--- src/rtl/watermark_pixel_writer.sv ---
// Output stage of the watermarking core: reorders block-order pixels into raster
// addresses and writes them one per word through a small backpressure FIFO.
module watermark_pixel_writer #(
    parameter int          Amba_Word       = 16,
    parameter int          Amba_Addr_Depth = 20,
    parameter int          Data_Depth      = 8,
    parameter int          Fifo_Depth      = 16,
    parameter int unsigned Out_Base        = 0
) (
    input  logic                       clk,
    input  logic                       rst,
    input  logic                       cfg_load,
    input  logic [9:0]                 cfg_Np,
    input  logic [7:0]                 cfg_M,
    input  logic [Data_Depth-1:0]      Pixel_Data,
    input  logic                       new_pixel,
    input  logic                       wr_ready,
    output logic                       wr_en,
    output logic [Amba_Addr_Depth:0]   wr_addr,
    output logic [Amba_Word-1:0]       wr_data,
    output logic                       overflow,
    output logic                       Out_Done,
    output logic [1:0]                 o_dbg_state
);
    localparam int AW = Amba_Addr_Depth + 1;
    localparam int FW = $clog2(Fifo_Depth);
    localparam int EW = AW + Data_Depth;
    localparam logic [AW-1:0] BASE      = AW'(Out_Base);
    localparam logic [FW:0]   CNT_FULL  = (FW+1)'(Fifo_Depth);
    localparam logic [FW:0]   CNT_ONE   = (FW+1)'(1);

    // Write side handshake: a word transfers on any clock edge where wr_en and
    // wr_ready are both high; wr_addr/wr_data stay stable until that edge.

    typedef enum logic [1:0] {
        IDLE  = 2'd0,
        RUN   = 2'd1,
        DRAIN = 2'd2,
        DONE  = 2'd3
    } state_t;

    state_t r_state, w_next;

    logic [9:0]    r_np;
    logic [7:0]    r_m;
    logic [AW-1:0] r_mnp;
    logic [19:0]   r_total;
    logic [19:0]   r_pix_cnt;
    logic [7:0]    r_col, r_row;
    logic [10:0]   r_bcol;
    logic [AW-1:0] r_pix_addr, r_line_base, r_blk_base, r_brow_base;
    logic          r_ovf;

    logic [EW-1:0] r_mem [Fifo_Depth];
    logic [FW-1:0] r_wptr, r_rptr;
    logic [FW:0]   r_count;

    logic          w_accept, w_pop, w_push, w_drop, w_full, w_last_pix;
    logic          w_col_end, w_row_end, w_bcol_end;
    logic [10:0]   w_bcol_sum;
    logic [AW-1:0] w_line_next, w_blk_next, w_brow_next;
    logic [AW-1:0] w_head_addr;
    logic [Data_Depth-1:0] w_head_data;

    assign w_accept   = (r_state == RUN) && new_pixel && !cfg_load;
    assign wr_en      = (r_count != '0);
    assign w_pop      = wr_en && wr_ready && !cfg_load;
    assign w_full     = (r_count == CNT_FULL);
    assign w_push     = w_accept && (!w_full || w_pop);
    assign w_drop     = w_accept && w_full && !w_pop;
    assign w_last_pix = w_accept && ((r_pix_cnt + 20'd1) == r_total);

    // col/row never exceed M-1, so comparing against M-1 avoids 8-bit wrap at M=255.
    assign w_col_end   = (r_col == r_m - 8'd1);
    assign w_row_end   = (r_row == r_m - 8'd1);
    // r_bcol tracks the block column in pixel units, so Np/M is never needed.
    assign w_bcol_sum  = r_bcol + {3'b000, r_m};
    assign w_bcol_end  = (w_bcol_sum >= {1'b0, r_np});
    assign w_line_next = r_line_base + AW'(r_np);
    assign w_blk_next  = r_blk_base + AW'(r_m);
    assign w_brow_next = r_brow_base + r_mnp;

    always_comb begin
        w_next = r_state;
        if (cfg_load) begin
            w_next = (cfg_M != 8'd0) ? RUN : IDLE;
        end else begin
            case (r_state)
                IDLE:    w_next = IDLE;
                RUN:     if (w_last_pix) w_next = DRAIN;
                DRAIN:   if ((r_count == '0) || (w_pop && r_count == CNT_ONE)) w_next = DONE;
                DONE:    w_next = DONE;
                default: w_next = IDLE;
            endcase
        end
    end

    always_ff @(posedge clk or negedge rst) begin
        if (!rst) r_state <= IDLE;
        else      r_state <= w_next;
    end

    always_ff @(posedge clk or negedge rst) begin
        if (!rst) begin
            r_np        <= '0;
            r_m         <= '0;
            r_mnp       <= '0;
            r_total     <= '0;
            r_pix_cnt   <= '0;
            r_col       <= '0;
            r_row       <= '0;
            r_bcol      <= '0;
            r_pix_addr  <= '0;
            r_line_base <= '0;
            r_blk_base  <= '0;
            r_brow_base <= '0;
            r_ovf       <= 1'b0;
        end else if (cfg_load) begin
            r_np        <= cfg_Np;
            r_m         <= cfg_M;
            r_mnp       <= AW'(cfg_M) * AW'(cfg_Np);
            r_total     <= 20'(cfg_Np) * 20'(cfg_Np);
            r_pix_cnt   <= '0;
            r_col       <= '0;
            r_row       <= '0;
            r_bcol      <= '0;
            r_pix_addr  <= '0;
            r_line_base <= '0;
            r_blk_base  <= '0;
            r_brow_base <= '0;
            r_ovf       <= 1'b0;
        end else begin
            if (w_drop) r_ovf <= 1'b1;
            // Counters advance even for dropped pixels so later addresses stay right.
            if (w_accept) begin
                r_pix_cnt <= r_pix_cnt + 20'd1;
                if (!w_col_end) begin
                    r_col      <= r_col + 8'd1;
                    r_pix_addr <= r_pix_addr + AW'(1);
                end else begin
                    r_col <= '0;
                    if (!w_row_end) begin
                        r_row       <= r_row + 8'd1;
                        r_line_base <= w_line_next;
                        r_pix_addr  <= w_line_next;
                    end else begin
                        r_row <= '0;
                        if (!w_bcol_end) begin
                            r_bcol      <= w_bcol_sum;
                            r_blk_base  <= w_blk_next;
                            r_line_base <= w_blk_next;
                            r_pix_addr  <= w_blk_next;
                        end else begin
                            r_bcol      <= '0;
                            r_brow_base <= w_brow_next;
                            r_blk_base  <= w_brow_next;
                            r_line_base <= w_brow_next;
                            r_pix_addr  <= w_brow_next;
                        end
                    end
                end
            end
        end
    end

    always_ff @(posedge clk or negedge rst) begin
        if (!rst) begin
            r_wptr  <= '0;
            r_rptr  <= '0;
            r_count <= '0;
        end else if (cfg_load) begin
            r_wptr  <= '0;
            r_rptr  <= '0;
            r_count <= '0;
        end else begin
            if (w_push) r_wptr <= r_wptr + FW'(1);
            if (w_pop)  r_rptr <= r_rptr + FW'(1);
            if (w_push && !w_pop)      r_count <= r_count + CNT_ONE;
            else if (!w_push && w_pop) r_count <= r_count - CNT_ONE;
        end
    end

    // When full, a push lands in the slot being popped on the same edge.
    always_ff @(posedge clk) begin
        if (w_push) r_mem[r_wptr] <= {BASE + r_pix_addr, Pixel_Data};
    end

    assign {w_head_addr, w_head_data} = r_mem[r_rptr];
    assign wr_addr     = wr_en ? w_head_addr : '0;
    assign wr_data     = wr_en ? Amba_Word'(w_head_data) : '0;
    assign overflow    = r_ovf;
    assign Out_Done    = (r_state == DONE);
    assign o_dbg_state = r_state;

endmodule

--- config.mk ---
export PLATFORM = sky130hd
export DESIGN_NAME = watermark_pixel_writer
export DESIGN_NICKNAME = d
export VERILOG_FILES = /design/src/rtl/watermark_pixel_writer.sv
export SDC_FILE = /design/constraint.sdc
export NUM_CORES = 1
export LEC_CHECK = 0
export ABC_AREA = 0
export ABC_CLOCK_PERIOD_IN_PS = 5900
export CAP_MARGIN = 15
export CORE_MARGIN = 2
export CORE_UTILIZATION = 25
export DETAILED_ROUTE_END_ITERATION = 8
export GPL_TIMING_DRIVEN = 0
export SYNTH_ARGS = -nofsm -noshare
export SYNTH_HDL_FRONTEND = slang
export SYNTH_SLANG_ARGS = --single-unit
export TNS_END_PERCENT = 20
--- constraint.sdc ---
create_clock -name clk -period 5.9 [get_ports clk]
set_input_delay 1.475 -clock clk [delete_from_list [all_inputs] [get_ports clk]]
set_output_delay 1.475 -clock clk [all_outputs]
set_load 0.02 [all_outputs]
==> flow_metrics.tcl <==
set metrics [dict create \
    status "finished, violations left" \
    violations "setup timing" \
    gp_congestion 0.834 \
    wl_met2_um 44300 \
    grt_usage_pct 12.9 \
    synth_area_mm2 0.0359 \
    rsz0062_at_grt "yes" \
    dp_hpwl_um 66100 \
    fillCellCount 14400 \
    fp.dieH_um 383 \
    grt_pass1_vias 23900 \
    wl_met1_um 43700 \
    critPathLaunchType "primary input" \
    cts_sinks 665 \
    power_leakage_nw 15.8 \
    cp-end-kind "flip-flop" \
    max_freq_ghz 0.168 \
    cts_inserted_buffers 70 \
    netlist-cell-type-count 82 \
    fin_hold_ws_ns 0.486 \
    vdd_drop_max_uv 213 \
    crit_required_ns 6.40 \
    synth_cells 2933 \
    worstMarginPinSlew_ns 1.05 \
    grt_pass1_wl_um 146000 \
    fin_crit_ns 5.94 \
    ys.flop_type "edfxtp_1" \
    synth_seq_area_share_pct 52.8 \
    area_growth_pct 18.1 \
    dieArea_mm2 0.147 \
    hold_violations 0 \
    slew_violations 0 \
    worstPathCellList "buf_8 > buf_8 > clkbuf_16 > nand2_8 > inv_4 > fa_1 > fa_1 > fa_1 > fa_1 > fa_1 > ha_4 > a2111o_1 > nor4_4 > o41ai_4 > a211o_1 > a21oi_2 > xor2_2 > mux2_4" \
    cp_slowest_stage_delay_ns 0.56 \
    drt_iter0_markers 2080 \
    layout_setup_ws_ns -0.0416 \
    ctsLongestPathBuffers 3 \
    via_per_inst 4.73 \
    io-pin-count 73 \
    htree_num_levels 3 \
    max_slew_margin_pct 30.3 \
    synth_edf_count 464 \
    dp_slack_ns -1.94 \
    routed_wl_um 95700 \
    postRouteAntennaNets 0 \
    port_buffers 63 \
    cts-root-buf "clkbuf_16" \
    start_util_pct 25.1 \
    worstSetupPathType "in2reg" \
    cts_tree "built" \
    antenna_found_initial 5 \
    finish.utilization_pct 29.6 \
    power_density_mw_per_mm2 346 \
    path_clk_slew_ns 0.06 \
    final_cell_mix "edfxtp_1, nand2_1, nor2_1, dfrtp_1, o21ai_0" \
    avgSynthCellArea_um2 12.2 \
    holdCritPathClass "reg2reg" \
    via_count 24000 \
    highest_layer "met5" \
    fin_skew_ns 0.0213 \
    wl_per_cell_um 18.9 \
    fin_total_pwr_w 0.0147 \
    core_area_mm2 0.143 \
    hold_buffers 0 \
    slowest_stage "fa_1" \
    drive_gt1_share_pct 12.0 \
    yosys_warnings 0 \
    placed_area_mm2 0.0394 \
    drt_pass1_iterations 5 \
    fin_crit_sh_pct 101 \
    mostFrequentLayoutCell "edfxtp_1" \
    wl_met3_um 6270 \
    async_flop_share_pct 30.2 \
    grt_max_degree 106 \
    grt_overflow_total 0 \
    ys_ff_latch 665 \
    worst-path-max-fanout 5 \
    drc 0 \
    final_nets 3400 \
    crit_top_cell "fa_1" \
    postLayoutCellArea_mm2 0.0424 \
    rows 139 \
    finalSetupViolCount 1 \
    critPathArrivalTime_ns 6.44 \
    maxCapViolCount 0 \
    die_x_um 383 \
    clock_latency_ns 0.63 \
]
routing by layer:
layer	vias to the layer above	global-route usage, %
met5	-	0
met4	2	2.34
met3	104	2.22
met2	711	21.0
met1	12200	18.2
li1	11100	-
worst max-delay path: cells and delay by family:
| kind | cells | cell delay (ns) |
|---|---|---|
| XOR/XNOR | 1 | 0.12 |
| adder cells (fa/ha/maj) | 6 | 2.63 |
| AO/OA/AOI/OAI | 4 | 1.08 |
| multiplexers | 1 | 0.27 |
| buffers and inverters | 4 | 0.41 |
| AND/OR/NAND/NOR | 2 | 0.42 |
where the power goes:
part / internal (W) / total [W] / switching, W
clock: 0.00268 / 0.00459 / 0.00190
sequential: 0.00518 / 0.00540 / 0.000222
combinational: 0.00202 / 0.00468 / 0.00266
stage by stage:
| step | cells | TNS (ns) |
|---|---|---|
| 5_1_grt | 5078 | -0.867 |
| 3_3_place_gp | 4906 | -1170.97 |
| 6_report | 5079 | -0.0416 |
| 2_1_floorplan | 2940 | -0.697 |
| 3_5_place_dp | 4919 | -25.82 |
| 4_1_cts | 5059 | -0.152 |
sequential cells by signal, indices dropped and copies added, names as in the netlist, 5 cells and up:
signal and flops:
r_line_base 21, r_pix_cnt 20, r_row 8, r_total 18
r_brow_base 21, r_mnp 18, r_count 5, r_np 10
r_m 8, r_blk_base 21, r_col 8, r_bcol 11
r_pix_addr 21, r_mem 464
final timing paths:
| check | depth (start not counted) | slack [ns] | end | startpoint |
|---|---|---|---|---|
| hold / removal | 2 | 0.49 | r_brow_base[11] | r_brow_base[11] |
| hold reg to reg | 2 | 0.49 | r_brow_base[11] | r_brow_base[11] |
| max in group asynchronous | 2 | 4.05 | r_count[4] | rst |
| setup reg to reg | 16 | 0.50 | r_line_base[15] | r_m[0] |
| setup / recovery | 18 | -0.04 | r_total[19] | cfg_Np[2] |
| min in group asynchronous | 1 | 0.85 | r_mnp[15] | rst |
final cells by class:
cell class	count	area [µm²]	area share [%]
clock inverters	35	450	1.06
well taps	1903	2380	5.62
plain buffers	137	772	1.82
diodes	1	2.50	0.00590
multi-input cells	1974	16000	37.9
repair buffers	110	1230	2.90
clock buffers	94	1930	4.56
inverters	160	603	1.42
flip-flops and latches	665	19000	44.7
timing repair:
| item | in CTS | in global routing |
|---|---|---|
| pin swaps | 27 | 31 |
| buffers inserted | 11 | 19 |
| resized for setup | 90 | 71 |
| cloned | 0 | 2 |
| endpoints found under the setup margin | 41 | 16 |
kinds of logic after synthesis:
group	after synthesis	share of synthesized area (%)
mux	218	8.23
simple gates	804	10.8
buf+inv	301	3.37
other cells	1	0.0104
flops	665	52.8
xor+xnor	156	4.08
compound gates	537	9.86
fa+ha+maj	251	10.8
cell usage after synthesis (11+ instances only):
library cell,count,share of area [%]
o21a_1,12,0.25
a211oi_1,24,0.50
edfxtp_1,464,39
nand2b_1,13,0.23
inv_1,159,1.7
a22o_1,32,0.78
mux4_2,58,3.6
mux2_2,37,1.2
dfrtp_1,201,14
or3_1,25,0.44
o211ai_1,19,0.40
xor2_1,50,1.2
a21o_1,26,0.54
buf_1,18,0.19
ha_1,153,5.3
o31ai_1,16,0.33
clkbuf_1,100,1.0
a21oi_1,81,1.1
a31oi_1,11,0.19
and2_1,99,1.7
nand4_1,21,0.37
and3_1,24,0.42
xnor2_1,99,2.4
fa_1,98,5.5
o21ai_0,176,2.5
nor2b_1,11,0.19
nor2_1,211,2.2
nand2_1,232,2.4
o221ai_1,34,0.83
nor3_1,71,0.99
mux2i_1,123,3.4
buf_4,13,0.27
nand3_1,44,0.61
a21boi_0,33,0.69
(Power assumes the default switching activity.)
==> RTL edit 1 (config.mk and constraints unchanged) <==
Register the inputs `cfg_load`, `cfg_Np` and `cfg_M` before use. The logic sees them one clock later. The other inputs are not delayed to match.
--- a/src/rtl/watermark_pixel_writer.sv
+++ b/src/rtl/watermark_pixel_writer.sv
@@ -41,2 +41,12 @@
 
+    logic cfg_load_q;
+    logic [9:0] cfg_Np_q;
+    logic [7:0] cfg_M_q;
+
+    always_ff @(posedge clk) begin
+        cfg_load_q <= cfg_load;
+        cfg_Np_q   <= cfg_Np;
+        cfg_M_q    <= cfg_M;
+    end
+
     state_t r_state, w_next;
@@ -64,5 +74,5 @@
 
-    assign w_accept   = (r_state == RUN) && new_pixel && !cfg_load;
+    assign w_accept   = (r_state == RUN) && new_pixel && !cfg_load_q;
     assign wr_en      = (r_count != '0);
-    assign w_pop      = wr_en && wr_ready && !cfg_load;
+    assign w_pop      = wr_en && wr_ready && !cfg_load_q;
     assign w_full     = (r_count == CNT_FULL);
@@ -84,4 +94,4 @@
         w_next = r_state;
-        if (cfg_load) begin
-            w_next = (cfg_M != 8'd0) ? RUN : IDLE;
+        if (cfg_load_q) begin
+            w_next = (cfg_M_q != 8'd0) ? RUN : IDLE;
         end else begin
@@ -117,7 +127,7 @@
             r_ovf       <= 1'b0;
-        end else if (cfg_load) begin
-            r_np        <= cfg_Np;
-            r_m         <= cfg_M;
-            r_mnp       <= AW'(cfg_M) * AW'(cfg_Np);
-            r_total     <= 20'(cfg_Np) * 20'(cfg_Np);
+        end else if (cfg_load_q) begin
+            r_np        <= cfg_Np_q;
+            r_m         <= cfg_M_q;
+            r_mnp       <= AW'(cfg_M_q) * AW'(cfg_Np_q);
+            r_total     <= 20'(cfg_Np_q) * 20'(cfg_Np_q);
             r_pix_cnt   <= '0;
@@ -170,3 +180,3 @@
             r_count <= '0;
-        end else if (cfg_load) begin
+        end else if (cfg_load_q) begin
             r_wptr  <= '0;
Behaviour: not the same (a bounded check fails within 4 cycles, from zero or initial values and one cycle with rst low).
==> RTL edit 1 against the original RTL <==
- the flow finishes with violations (design-rule violations)
- wire length fell by 1.2%
- critical path depth decreased by 9
- highest routed layer is now met4
- largest cell class unchanged
- via count fell by 0.54%
- area after synthesis rose by 0.93%
- design area decreased by 0.43%
- clock skew is 9.2 ps higher
- sequential cell count grew 19
- utilization is 0.23 points lower
- setup slack gained 260 ps
- critical path type is now flip-flop to output pin
- total power up 0.54%
==> RTL edit 1: results <==
group,metric,value,unit
run_status,status,"finished with violations",
run_status,violations,"design-rule violations",
power_and_ir_drop,internal_power,9.80,mW
yosys,ys_seq_area_share,53.4,%
critical_path,reg2reg_to,"r_total[19]$_DFFE_PN0P_",
routing,dr.first_iter.drc_count,1865,
power_and_ir_drop,p_per_area,349,nW/µm²
final_layout,seq_share,45.9,%
final_layout,nets,3375,
global_route,grt_use_met3,2.10,%
yosys,ys_top_cells_by_area,"edfxtp_1 38%, dfrtp_1 14%, fa_1 5.4%",
final_layout,fin_cells,5054,
yosys,synth_common_cells,"464 x edfxtp_1, 253 x nand2_1, 201 x dfrtp_1",
global_route,grt_pass1_wl,145000,µm
clock_tree,numCtsBuffers,72,
final_layout,drive_gt1_share,10.5,%
yosys,synthArstFlopShare,29.4,%
yosys,syn_area,36200,µm²
routing,wl_per_cell,18.7,µm
final_layout,num-clock-buffers,89,
placement,hpwl,66100,µm
power_and_ir_drop,power.leakage,16.1,nW
power_and_ir_drop,vdd_ir_drop_max,230,µV
routing,drc,10,
critical_path,cp_top_family,"buffers and inverters",
power_and_ir_drop,comb_power_share,31.8,%
timing,clock_skew,30.5,ps
critical_path,crit_path_top_delay_cell,"clkdlybuf4s50_1",
final_layout,n_all_buffers,225,
placement,gp_congestion,0.826,
critical_path,slowest_delay,690,ps
global_route,grt_use_total,12.7,%
final_layout,clkCellAreaFrac,5.64,%
yosys,synth.area.mux_share,8.33,%
placement,dp_slack,-314,ps
placement,io_buffers,64,
critical_path,critPathArrivalTime,4200,ps
routing,wl_met2,44500,µm
RTL edit 1: cell count changes in the layout (fill, tap and decap cells not counted), sizes merged, moves of 26 or more:
cell,delta
a211oi,+27
o22ai,+26
nor3,-37
a21boi,-32
nor2,-27
buf,-47
o21ai,-29
RTL edit 1: worst min-delay path by stage:
stage | from | to | slack (ps)
2_1_floorplan | r_line_base[8]$_DFFE_PN0P_ | r_line_base[8]$_DFFE_PN0P_ | 450
3_3_place_gp | r_line_base[8]$_DFFE_PN0P_ | r_line_base[8]$_DFFE_PN0P_ | 460
3_5_place_dp | r_line_base[3]$_DFFE_PN0P_ | r_line_base[3]$_DFFE_PN0P_ | 470
4_1_cts | r_line_base[3]$_DFFE_PN0P_ | r_line_base[3]$_DFFE_PN0P_ | 490
5_1_grt | r_blk_base[4]$_DFFE_PN0P_ | r_blk_base[4]$_DFFE_PN0P_ | 500
6_report | r_line_base[3]$_DFFE_PN0P_ | r_line_base[3]$_DFFE_PN0P_ | 480
==> RTL edit 2 (same settings) <==
Made on the original files. `Amba_Word`: 16 -> 32.
--- a/src/rtl/watermark_pixel_writer.sv
+++ b/src/rtl/watermark_pixel_writer.sv
@@ -3,3 +3,3 @@
 module watermark_pixel_writer #(
-    parameter int          Amba_Word       = 16,
+    parameter int          Amba_Word       = 32,
     parameter int          Amba_Addr_Depth = 20,
Ports: changed (resized wr_data); port bits go from 73 to 89. No check against the original RTL was run, so the function may have changed too.
==> RTL edit 2 against the original RTL <==
- the run still ends with negative setup slack left
- sequential cell count unchanged
- total power shrank 1.7%
- area after synthesis up 0.33%
- global-route usage down 0.14 points
- wire length increased by 0.18%
- design area fell by 0.25%
- synthesized cell count is 0.55% higher
- setup slack improved by 30 ps
- highest routed layer is now met4
==> RTL edit 2: results <==
group,metric,value,unit
yosys,synthFlopType,"edfxtp_1",
global_route,grt_pass1_vias,23900,
hold_path,min_path_type,"flip-flop to flip-flop",
yosys,ys_seq_area_share,52.7,%
placement,hpwl,66300,µm
power_and_ir_drop,vdd_ir_drop_max,262,µV
critical_path,crit_path_max_fanout,7,
timing,tns,-11.8,ps
final_layout,largest_register_ffs,464,
timing,timing.final.ws_setup,-11.8,ps
timing,slew_violations,0,
routing,dr.first_iter.drc_count,1998,
run_status,violations,"negative setup slack",
timing,worst_pin_slew,1100,ps
clock_tree,root_buffer,"clkbuf_16",
final_layout,drive_gt1_share,11.7,%
clock_tree,numCtsBuffers,69,
clock_tree,clockBufferDepth,3,
routing,wl_per_cell,18.8,µm
yosys,yosysWarnings,0,
clock_tree,htreeDepth,3,
global_route,antenna_found_initial,8,
clock_tree,clkLatencyLatePin,630,ps
final_layout,fillers,14600,
critical_path,critPathArrivalTime,6420,ps
clock_tree,cts_resized,91,
routing,wl,95900,µm
timing,clock_skew,19.9,ps
placement,gp_congestion,0.832,
global_route,grt_pass1_wl,145000,µm
yosys,synth_common_cells,"464 x edfxtp_1, 232 x nand2_1, 211 x nor2_1",
power_and_ir_drop,power.leakage,15.8,nW
yosys,netlist_instances,2949,
yosys,synth_edf_count,464,
global_route,grt_max_degree,110,
timing,setup_viol,1,
power_and_ir_drop,p_sw,4.76,mW
clock_tree,cts_setup_buffers,10,
final_layout,nets,3420,
placement,io_buffers,63,
routing,num_vias,24100,
global_route,grt_use_total,12.8,%
yosys,ys_top_cells_by_area,"edfxtp_1 39%, dfrtp_1 14%, fa_1 5.4%",
placement,placed_area,39600,µm²
run_status,status,"finished with violations",
placement,placed_cells,4952,
[RTL edit 2: cell count changes after synthesis]
cell	delta
buf_4	+16
[RTL edit 2: area by class of cell]
type / instances / area share [%]
flip-flops and latches: 665 / 44.9
multi-input cells: 1990 / 38.1
well taps: 1903 / 5.63
clock buffers: 85 / 4.37
repair buffers: 98 / 2.58
plain buffers: 154 / 2.16
inverters: 160 / 1.42
clock inverters: 33 / 0.858
diodes: 2 / 0.0118
[RTL edit 2: logic make-up after synthesis]
family                     Yosys count  synth area share (%)
adders and majority gates          251                  10.8
buffers and inverters              317                  3.69
xor gates and xnor gates           156                  4.07
DFF                                665                  52.7
AOI/OAI and AO/OA                  537                  9.83
other                                1                0.0104
muxes                              218                  8.20
and+or+nand+nor                    804                  10.8
[RTL edit 2: power by group through the flow]
stage | logic, mW | clock network, mW | registers, mW
2_1_floorplan | 3.00 | 0 | 5.39
3_3_place_gp | 4.37 | 0 | 5.48
3_5_place_dp | 4.42 | 0 | 5.48
4_1_cts | 4.61 | 4.43 | 5.39
5_1_grt | 5.16 | 4.61 | 5.41
6_report | 4.69 | 4.34 | 5.39
[RTL edit 2: metal layers]
metal	track usage [%]	part of all wire, %
met4	2.98	2.1
met1	18.1	46
met3	2.09	6.3
met2	20.5	46
met5	0	0
[RTL edit 2: path summary, 6_finish.rpt]
check / slack [ps] / cells past startpoint / startpoint / endpoint
min in group asynchronous: 910 / 1 / rst / r_mnp[15]$_DFFE_PN0P_
worst min-delay path: 480 / 2 / r_blk_base[0]$_DFFE_PN0P_ / r_blk_base[0]$_DFFE_PN0P_
max in group asynchronous: 4020 / 2 / rst / r_count[2]$_DFFE_PN0P_
worst min register to register: 480 / 2 / r_blk_base[0]$_DFFE_PN0P_ / r_blk_base[0]$_DFFE_PN0P_
worst max-delay path: -10 / 18 / cfg_Np[2] / r_total[19]$_DFFE_PN0P_
worst max register to register: 670 / 16 / r_m[0]$_DFFE_PN0P_ / r_line_base[15]$_DFFE_PN0P_
[RTL edit 2: metrics by stage]
stage               total power [mW]  util [%]  hold WS, ps  setup WS, ps
global route                    15.2      29.5          508          -134
global placement                9.85      27.4          466         -5720
floorplan                       8.39         -          443          -262
finish                          14.4      29.5          483         -11.8
detailed placement              9.91      27.6          462         -1950
CTS                             14.4      29.4          475          -119
[RTL edit 2: worst max-delay path: stages]
cell and delay [ps]:
buf_8 90, buf_8 100, clkbuf_16 140, nand2_4 50, fa_1 490, fa_1 510, inv_2 40, fa_1 550
fa_1 430, fa_1 490, ha_4 190, a2111o_1 440, nor4_4 380, o41ai_4 150, a211o_1 320, a21oi_2 170
xor2_2 120, mux2_4 270
